--- src/rtl/alu_arbiter.sv ---
// alu_arbiter: shares one external ALU between two requesters.
// Round-robin grant, registered operands, one EXEC cycle, held response.
module alu_arbiter #(
  parameter int DW = 32
) (
  input  logic          clk,
  input  logic          rst_n,
  input  logic          req0_valid_in,
  input  logic          req1_valid_in,
  output logic          req0_ready_out,
  output logic          req1_ready_out,
  input  logic [DW-1:0] req0_A_in,
  input  logic [DW-1:0] req1_A_in,
  input  logic [DW-1:0] req0_B_in,
  input  logic [DW-1:0] req1_B_in,
  input  logic [5:0]    req0_aluop_in,
  input  logic [5:0]    req1_aluop_in,
  input  logic [4:0]    req0_shamt_in,
  input  logic [4:0]    req1_shamt_in,
  output logic          rsp0_valid_out,
  output logic          rsp1_valid_out,
  input  logic          rsp0_ready_in,
  input  logic          rsp1_ready_in,
  output logic [DW-1:0] rsp_result_out,
  output logic          rsp_zero_out,
  output logic          rsp_overflow_out,
  output logic [DW-1:0] alu_A_out,
  output logic [DW-1:0] alu_B_out,
  output logic [5:0]    alu_aluop_out,
  output logic [4:0]    alu_shamt_out,
  input  logic [DW-1:0] alu_result_in,
  input  logic          alu_zero_in,
  input  logic          alu_overflow_in,
  output logic          busy_out
);

  typedef enum logic [1:0] {
    IDLE,
    EXEC,
    RESP
  } state_t;

  state_t        state;
  logic [DW-1:0] a_q;
  logic [DW-1:0] b_q;
  logic [5:0]    op_q;
  logic [4:0]    sh_q;
  logic [DW-1:0] res_q;
  logic          zero_q;
  logic          ovf_q;
  logic          owner;
  logic          last_grant;
  logic          v0_q;
  logic          v1_q;
  logic          busy_q;
  logic          gnt0;
  logic          gnt1;
  logic          rsp_hs;

  // Round-robin pick: a lone requester wins, a tie goes to the other one.
  always_comb begin
    gnt0 = req0_valid_in & (~req1_valid_in | last_grant);
    gnt1 = req1_valid_in & (~req0_valid_in | ~last_grant);
  end

  assign req0_ready_out = rst_n & (state == IDLE) & gnt0;
  assign req1_ready_out = rst_n & (state == IDLE) & gnt1;

  assign rsp_hs = owner ? (v1_q & rsp1_ready_in)
                        : (v0_q & rsp0_ready_in);

  assign alu_A_out        = a_q;
  assign alu_B_out        = b_q;
  assign alu_aluop_out    = op_q;
  assign alu_shamt_out    = sh_q;
  assign rsp_result_out   = res_q;
  assign rsp_zero_out     = zero_q;
  assign rsp_overflow_out = ovf_q;
  assign rsp0_valid_out   = v0_q;
  assign rsp1_valid_out   = v1_q;
  assign busy_out         = busy_q;

  // Control FSM with operand, result and handshake registers.
  always_ff @(posedge clk or negedge rst_n) begin
    if (!rst_n) begin
      state      <= IDLE;
      a_q        <= '0;
      b_q        <= '0;
      op_q       <= '0;
      sh_q       <= '0;
      res_q      <= '0;
      zero_q     <= 1'b0;
      ovf_q      <= 1'b0;
      owner      <= 1'b0;
      last_grant <= 1'b1;
      v0_q       <= 1'b0;
      v1_q       <= 1'b0;
      busy_q     <= 1'b0;
    end else begin
      unique case (state)
        IDLE: begin
          if (req0_ready_out | req1_ready_out) begin
            a_q        <= req1_ready_out ? req1_A_in : req0_A_in;
            b_q        <= req1_ready_out ? req1_B_in : req0_B_in;
            op_q       <= req1_ready_out ? req1_aluop_in
                                         : req0_aluop_in;
            sh_q       <= req1_ready_out ? req1_shamt_in
                                         : req0_shamt_in;
            owner      <= req1_ready_out;
            last_grant <= req1_ready_out;
            busy_q     <= 1'b1;
            state      <= EXEC;
          end
        end
        EXEC: begin
          res_q  <= alu_result_in;
          zero_q <= alu_zero_in;
          ovf_q  <= alu_overflow_in;
          v0_q   <= ~owner;
          v1_q   <= owner;
          state  <= RESP;
        end
        RESP: begin
          if (rsp_hs) begin
            v0_q   <= 1'b0;
            v1_q   <= 1'b0;
            busy_q <= 1'b0;
            state  <= IDLE;
          end
        end
        default: state <= IDLE;
      endcase
    end
  end

endmodule

--- config.mk ---
export PLATFORM = sky130hd
export DESIGN_NAME = alu_arbiter
export DESIGN_NICKNAME = d
export VERILOG_FILES = /design/src/rtl/alu_arbiter.sv
export SDC_FILE = /design/constraint.sdc
export NUM_CORES = 1
export LEC_CHECK = 0
export BUFFER_PORTS_ARGS = -buffer_cell sky130_fd_sc_hd__clkbuf_2
export CORE_AREA = 2 2 120 122
export CTS_BUF_LIST = sky130_fd_sc_hd__clkbuf_16
export CTS_CLUSTER_DIAMETER = 30
export DETAILED_ROUTE_END_ITERATION = 12
export DIE_AREA = 0 0 122 124
export GPL_TIMING_DRIVEN = 0
export HOLD_SLACK_MARGIN = 0.05
export PLACE_DENSITY = 0.72
export SLEW_MARGIN = 20
export SYNTH_ARGS = -nofsm -noshare
export SYNTH_HDL_FRONTEND = slang
export SYNTH_SLANG_ARGS = --single-unit
--- constraint.sdc ---
create_clock -name clk -period 2.1 [get_ports clk]
set_input_delay 0.42 -clock clk [delete_from_list [all_inputs] [get_ports clk]]
set_output_delay 0.42 -clock clk [all_outputs]
set_load 0.1 [all_outputs]
# Yosys cells after proc, flatten, opt, wreduce, memory -nomap -nowiden
# Cells that the tools add are included.
# classes
n_eq_ne	4
n_mux	13
bitwise_logic	14
n_reduce_logical	7
# ops
op	n
2-to-1 mux 32 bit	2
AND 1 bit	7
2-to-1 mux 6 bit	1
one-hot mux 1 bit (2 select lines)	3
one-hot mux 2 bit (3 select lines)	1
AND reduction 2 bit	3
2-to-1 mux 5 bit	1
2-to-1 mux 2 bit	2
NOT 1 bit	4
nonzero test 2 bit	2
2-to-1 mux 1 bit	3
OR 1 bit	3
AND reduction 3 bit	1
== test 2 x 1 -> 1 bit, second input constant	1
== test 2 bit, second input constant	1
zero test 2 bit	1
inequality test 2 x 1 -> 1 bit, second input constant	1
inequality test 2 bit, second input constant	1
# word_totals
reg_bits	116
input_bits	190
out_inout_bits	114
wordCells	51

# Longest topological paths before layout
# Gate-level depths: netlist of run 1.
# depth
depth_word	7
ltp_mapped	7
depth_no_buf	3

# Least setup slack after synthesis of run 1
# No wires, ideal clock.
# synth_timing
path_type	reg2out
start	register state[0]
end	output req1_ready_out
arrival_ns	2.391
required_ns	1.680
path_slack_ns	-0.711
stages_incl_launch_ff	5
path_buffers	2
path_cell_list	dfrtp_1 > or3b_1 > buf_2 > buf_6 > nor2_1
# synth_via
elab_chain_len	3
# synth_lines
element	line_no	text
from (decl)	43	state_t state;
from (signal assigned)	86	state <= IDLE;
from (signal assigned)	112	state <= EXEC;
from (signal assigned)	121	state <= RESP;
zero test 2 bit	67	assign req1_ready_out = rst_n & (state == IDLE) & gnt1;
AND 1 bit (2 in a row)	67	
to (decl)	11	output logic req1_ready_out,
# Every way passes these cells.

# Worst setup path in the final report of run 1
# Ends and elaborated chain as after synthesis.

==> impl_results.md, run 1 <==
- Initial Util: 0.393
- Slew Viols, Final: 0
- Slew @ Worst Pin: 631 ps
- Avg Cell Area, Syn: 8.80 sq um
- Sequential cell area fraction in the yosys report: 0.539
- Hold/Removal Path Class: in -> async
- Cts bufs inserted: 17
- GP Congestion: 0.824
- GRT overflow: 0
- Root Driver: clkbuf_16
- CP Depth: 3
- IO Port Bufs: 303
- Post-synthesis mux area share: 0
- First-pass GRT wire length: 30500 um
- Final Hold Slack: -32.3 ps
- Antenna violations before repair: 0
- Worst-path clk slew: 60 ps
- Number of max-cap violations: 0
- Final Net Count: 1137
- Die W: 122 um
- Die height: 124 um
- I/O pins: 304
- FILL cells: 1264
- Fraction of registers with async set/reset: 1.00
- Routed wl met3: 1540 um
- R2R cell count: 5
- Met2 routed WL: 9840 um
- Final Cycle Share: 0.996
- CTS tree: built
- Synthesized instance count: 612
- Setup crit start kind: flop
- Vias in the first global route: 5976
- Synth cell types: 26
- Delay-heaviest family, CP: simple AND/OR/NAND/NOR gates
- Failing checks: negative hold slack
- Critical path class: reg -> out
- Largest net degree at the start of global routing: 32
- Uppermost layer routed: met4
- Layout cells sized above 1: 0.402
- HPWL Detailed: 14100 um
- Cell Area, Synth: 0.00539 sq mm
- Worst path cell trace: or3b_4 -> nor2_4 -> clkbuf_16
- Hold Fails Final Rpt: 13
- Synth Area in Adders: 0
- Initial DRT Pass Iterations: 5
- Detailed Route WL: 19800 um
- Min Tclk post-route: 2090 ps
- Slowest-stage cell, CP: dfrtp_2
- Primary FF master, synth: dfrtp_1
- # rows: 43
- Clock latency on the worst-skew pair: 410 ps
- Non-Filler Instances: 1140
- Die area: 0.0151 sq mm
- Area growth, synth to finish: 49.7%
- Syn nets: 802
- Maximum clock path buffer count: 2
- Largest family of logic cells by synthesized area: compound AO/OA/AOI/OAI gates
- Slew margin rel.: 0.579
- Via count: 6172
- Post-synth EDFFs: 0
- Synth Area in XOR/XNOR: 0
- Complex-gate fraction of the synthesized area: 0.239
- Worst EP arrival: 1670 ps
- Most common cell after layout, fill and taps aside: clkbuf_2
- H-tree levels: 4
- Post-Route Skew: 4.07 ps
- DR WL/cell: 17.3 um
- Synth warn: 0
- Worst path buffer plus inverter count: 1
- Critical Path Fanout Max: 3
- Ant diodes: 0
- Final Setup Violations: 0
- RSZ-0062 raised after global routing: true
- Post-route DRC: 0
- Critical Path End Type: output pin
- Placed Cells: 1096
- Clock sink count: 116
- Post-detailed-route count of antenna-violating nets: 0
- Status: complete, but fails checks
- GRT Resource Usage Total: 0.261
- Core area: 0.0137 sq mm
- Crit path required time: 1680 ps
- Most frequent cells in the layout: clkbuf_2 (300), dfrtp_1 (113), nand2_1 (103), a21oi_1 (78), nand3_1 (76)
- Vias/cell: 5.41
- Max stage delay on crit path: 430 ps
- DR iter-0 viols: 377
- Wl on met1: 7810 um
- FMAX: 478 MHz
- FF+latch count, synth: 116
- Hold_buf cts: 4
- Post-Synth Simple-Gate Area: 0.161
==> registers in the layout (all words and copies together), names as in the netlist <==
signal	count
rsp_overflow_out	1
state	2
alu_shamt_out	5
last_grant	1
rsp0_valid_out	1
owner	1
rsp_zero_out	1
busy_out	1
rsp1_valid_out	1
rsp_result_out	32
alu_A_out	32
alu_B_out	32
alu_aluop_out	6
==> Yosys cell counts (2+ instances only) <==
cell,number,area share
nand3_1,77,0.072
a21oi_1,78,0.072
nor2_1,3,0.0021
clkbuf_1,38,0.026
inv_1,3,0.0021
buf_2,21,0.020
nand2b_1,3,0.0035
a21o_1,2,0.0028
o21ai_1,4,0.0037
dfrtp_1,115,0.53
a31oi_1,75,0.087
buf_6,6,0.013
nand2_1,103,0.072
o21ai_0,72,0.067
==> per-layer routing <==
metal  vias to the layer above  GRT usage
met4                         0      0.115
met3                        43     0.0618
met1                      2925      0.322
li1                       2867          -
met2                       337      0.439
met5                         -          0
==> metrics by stage <==
stage          worst slack (ps)  hold slack [ps]   util  area (sq um)  TNS [ps]
3_5_place_dp              -1420              427  0.523          7170    -73590
5_1_grt                   -52.2            -48.9  0.588          8060     -52.2
6_report                   8.69            -32.3  0.588          8060         0
3_3_place_gp              -3060              458  0.520          7130   -339260
4_1_cts                   -62.7            -47.8  0.587          8050     -62.7
2_1_floorplan              17.0              124      -          5390         0
==> cell families after synthesis <==
family                 count (synthesis)
AOI/OAI and AO/OA                    235
and+or+nand+nor                      193
DFF                                  116
buffers and inverters                 68
==> layout make-up <==
cell class,count,area (sq um),area share
Buffer,62,302,0.0374
Clock buffer,17,425,0.0528
Clock inverter,15,204,0.0253
Inverter,3,11.3,0.00140
Multi-Input combinational cell,428,2180,0.270
Sequential cell,116,2910,0.360
Tap cell,180,225,0.0279
Timing Repair Buffer,319,1810,0.225
==> path summary, 6_finish.rpt <==
| check | startpoint | end | slack, ps |
|---|---|---|---|
| max | state[0] | req1_ready_out | 9 |
| min | rst_n | rsp_overflow_out | -30 |
| max reg2reg | state[0] | alu_B_out[4] | 170 |
| min reg2reg | rsp_result_out[31] | rsp_result_out[31] | 470 |
| max in group asynchronous | rst_n | alu_B_out[21] | 1350 |
| min in group clk | alu_result_in[24] | rsp_result_out[24] | 190 |
==> what timing repair did <==
action                                  CTS  global route
resized for setup                        19             0
endpoints found under the setup margin   79             2
endpoints found under the hold margin    56            13
pin swaps                                 2             2
cloned                                    3             0
setup buffers                             4             4
Power of run 1 is not shown: default switching activity piles up to over one toggle a cycle in this logic, so the estimate is an artifact.
==> run 2, diff against run 1 <==
--- a/config.mk
+++ b/config.mk
@@ -14,7 +14,9 @@
 export GPL_TIMING_DRIVEN = 0
 export HOLD_SLACK_MARGIN = 0.05
 export PLACE_DENSITY = 0.72
+export SETUP_SLACK_MARGIN = 0.15
 export SLEW_MARGIN = 20
 export SYNTH_ARGS = -nofsm -noshare
 export SYNTH_HDL_FRONTEND = slang
 export SYNTH_SLANG_ARGS = --single-unit
+export TNS_END_PERCENT = 20
==> run 2 against run 1 <==
Compared with the run above: the run ends with negative setup slack left; sequential cell count is the same; critical path depth grew 2; worst hold slack gained 130 ps; utilization grew 0.62 points; cell area grew 1.1%; sequential share of layout area shrank 0.38 points; register-to-register slack is essentially flat; maximum frequency shrank 6.7%; non-clock buffer count grew 9.
==> impl_results.md, run 2 (synthesized netlist as in run 1, its figures left out) <==
- Status: complete, but fails checks
- Failing checks: negative setup slack
- Final setup margin: -141 ps (-149 ps)
- I/O pins: 304 (unchanged)
- Post-Route Skew: 8.45 ps (+4.38 ps)
- Worst EP arrival: 1820 ps (+150 ps)
- Vias in the first global route: 5904 (-1.2%)
- Number of max-cap violations: 0 (unchanged)
- Post-detailed-route count of antenna-violating nets: 0 (unchanged)
- Cts bufs inserted: 17 (unchanged)
- # rows: 43 (unchanged)
- Area after DPL: 0.00717 sq mm (about the same)
- DR WL/cell: 17.6 um (+1.4%)
- R2R cell count: 8 (+3)
- Critical path class: reg -> out
- Slew @ Worst Pin: 901 ps (+270 ps)
- Non-Filler Instances: 1149 (+0.79%)
- Worst-path clk slew: 50 ps (about the same)
- Min Tclk post-route: 2240 ps (+149 ps)
- Hold Fails Final Rpt: 0 (-13)
- Ant diodes: 0 (unchanged)
- Crit Reg-Reg Startpoint: state[1]
- DR iter-0 viols: 316 (-16%)
- GRT overflow: 0 (unchanged)
- Antenna violations before repair: 0 (unchanged)
- Initial Util: 0.393 (unchanged)
- Via count: 6062 (-1.8%)
- Post-layout util: 0.594 (+0.00620)
- Reg-to-reg endpoint: alu_B_out[12]
- Die height: 124 um (unchanged)
- Crit path required time: 1680 ps (about the same)
- Clock latency on the worst-skew pair: 410 ps (about the same)
- Placed Cells: 1096 (unchanged)
- Setup crit start kind: flop
- IO Port Bufs: 303 (unchanged)
- HPWL Detailed: 14200 um (+0.36%)
- Flop2flop setup slack: 170 ps (about the same)
- GRT Resource Usage Total: 0.266 (+0.00436)
- First-pass GRT wire length: 30900 um (+1.3%)
- Most frequent cells in the layout: clkbuf_2 (301), dfrtp_1 (113), nand2_1 (103), a21oi_1 (78), nand3_1 (76)
- Vias/cell: 5.28 (-2.6%)
- RSZ-0062 raised after global routing: true
- Critical Path Fanout Max: 4 (+1)
- Maximum clock path buffer count: 2 (unchanged)
- Most common cell after layout, fill and taps aside: clkbuf_2
- Core area: 0.0137 sq mm (unchanged)
- Hold/Removal Path Class: in -> async
- Final Cycle Share: 1.07 (+0.0711)
- Die area: 0.0151 sq mm (unchanged)
- Post-route cell area: 0.00815 sq mm (+1.1%)
- Die W: 122 um (unchanged)
- Final Net Count: 1146 (+0.79%)
- Post-route DRC: 0 (unchanged)
- Critical Path End Type: output pin
- CTS tree: built
- Initial DRT Pass Iterations: 4 (-1)
- Clock sink count: 116 (unchanged)
- H-tree levels: 4 (unchanged)
- Detailed Route WL: 20200 um (+2.2%)
- GP Congestion: 0.816 (-0.96%)
- FILL cells: 1305 (+3.2%)
- Root Driver: clkbuf_16
- Largest net degree at the start of global routing: 43 (+34%)
- Slew Viols, Final: 0 (unchanged)
- Final Setup Violations: 1 (+1)
- Layout cells sized above 1: 0.404 (+0.00143)
- Slew margin rel.: 0.398 (-0.182)
- FMAX: 446 MHz (-6.7%)
- Area growth, synth to finish: 51.3%
run 2: cell types whose count changed in the layout (fill, tap and decap cells not counted), moves of 2 or more:
cell	change
buf_4	+9
o21ai_0	-9
o21ai_1	+9
clkinv_1	+4
buf_2	-3
clkbuf_1	-2
clkbuf_4	+2
dlygate4sd3_1	+2
inv_6	-2
run 2: metal layers:
| metal | global-route usage | up-vias | wire length [um] |
|---|---|---|---|
| met5 | 0 | - | 0 |
| met4 | 0.112 | 0 | 557 |
| met3 | 0.0591 | 32 | 1390 |
| met2 | 0.450 | 274 | 9940 |
| met1 | 0.329 | 2869 | 8310 |
| li1 | - | 2887 | - |
run 2: metrics by stage:
stage               hold slack [ps]  setup slack (ps)  setup TNS, ps
global route                   86.1              -196           -197
finish                          103              -141           -141
CTS                            88.4              -147           -147
global placement                458             -3160        -342070
floorplan                       124               104              0
detailed placement              345             -1440         -67410
run 2: area by class of cell:
cell class,instances,area (sq um),share of cell area
plain buffers,64,354,0.0435
clock buffers,17,425,0.0522
clock inverters,15,188,0.0230
inverters,3,15.0,0.00184
multi-input cells,428,2180,0.268
flip-flops and latches,116,2910,0.357
well taps,180,225,0.0276
repair buffers,326,1850,0.227
run 2: worst max path at each step:
stage                         from             end  slack, ps  depth (start not counted)
final                     state[1]  req1_ready_out       -140                          5
after global routing      state[1]  req1_ready_out       -200                          5
after CTS                 state[1]  req1_ready_out       -150                          5
after detailed placement     rst_n  req0_ready_out      -1440                          7
after global placement       rst_n  req0_ready_out      -3160                          6
after floorplan           state[0]  req1_ready_out        100                          4
run 2: what timing repair did:
action,in CTS,in global routing
pin swaps,3,0
hold endpoints to repair,52,0
hold buffers,3,0
resized for setup,21,19
cloned,3,1
endpoints found under the setup margin,81,75
buffers inserted,10,5
run 2: critical path, cell delays in order (launching register included):
cell and delay [ps]:
dfrtp_2 440, or3b_4 400, buf_6 140, buf_12 120, nor2_4 100, clkbuf_16 210
Power of run 2 is left out for the same reason.
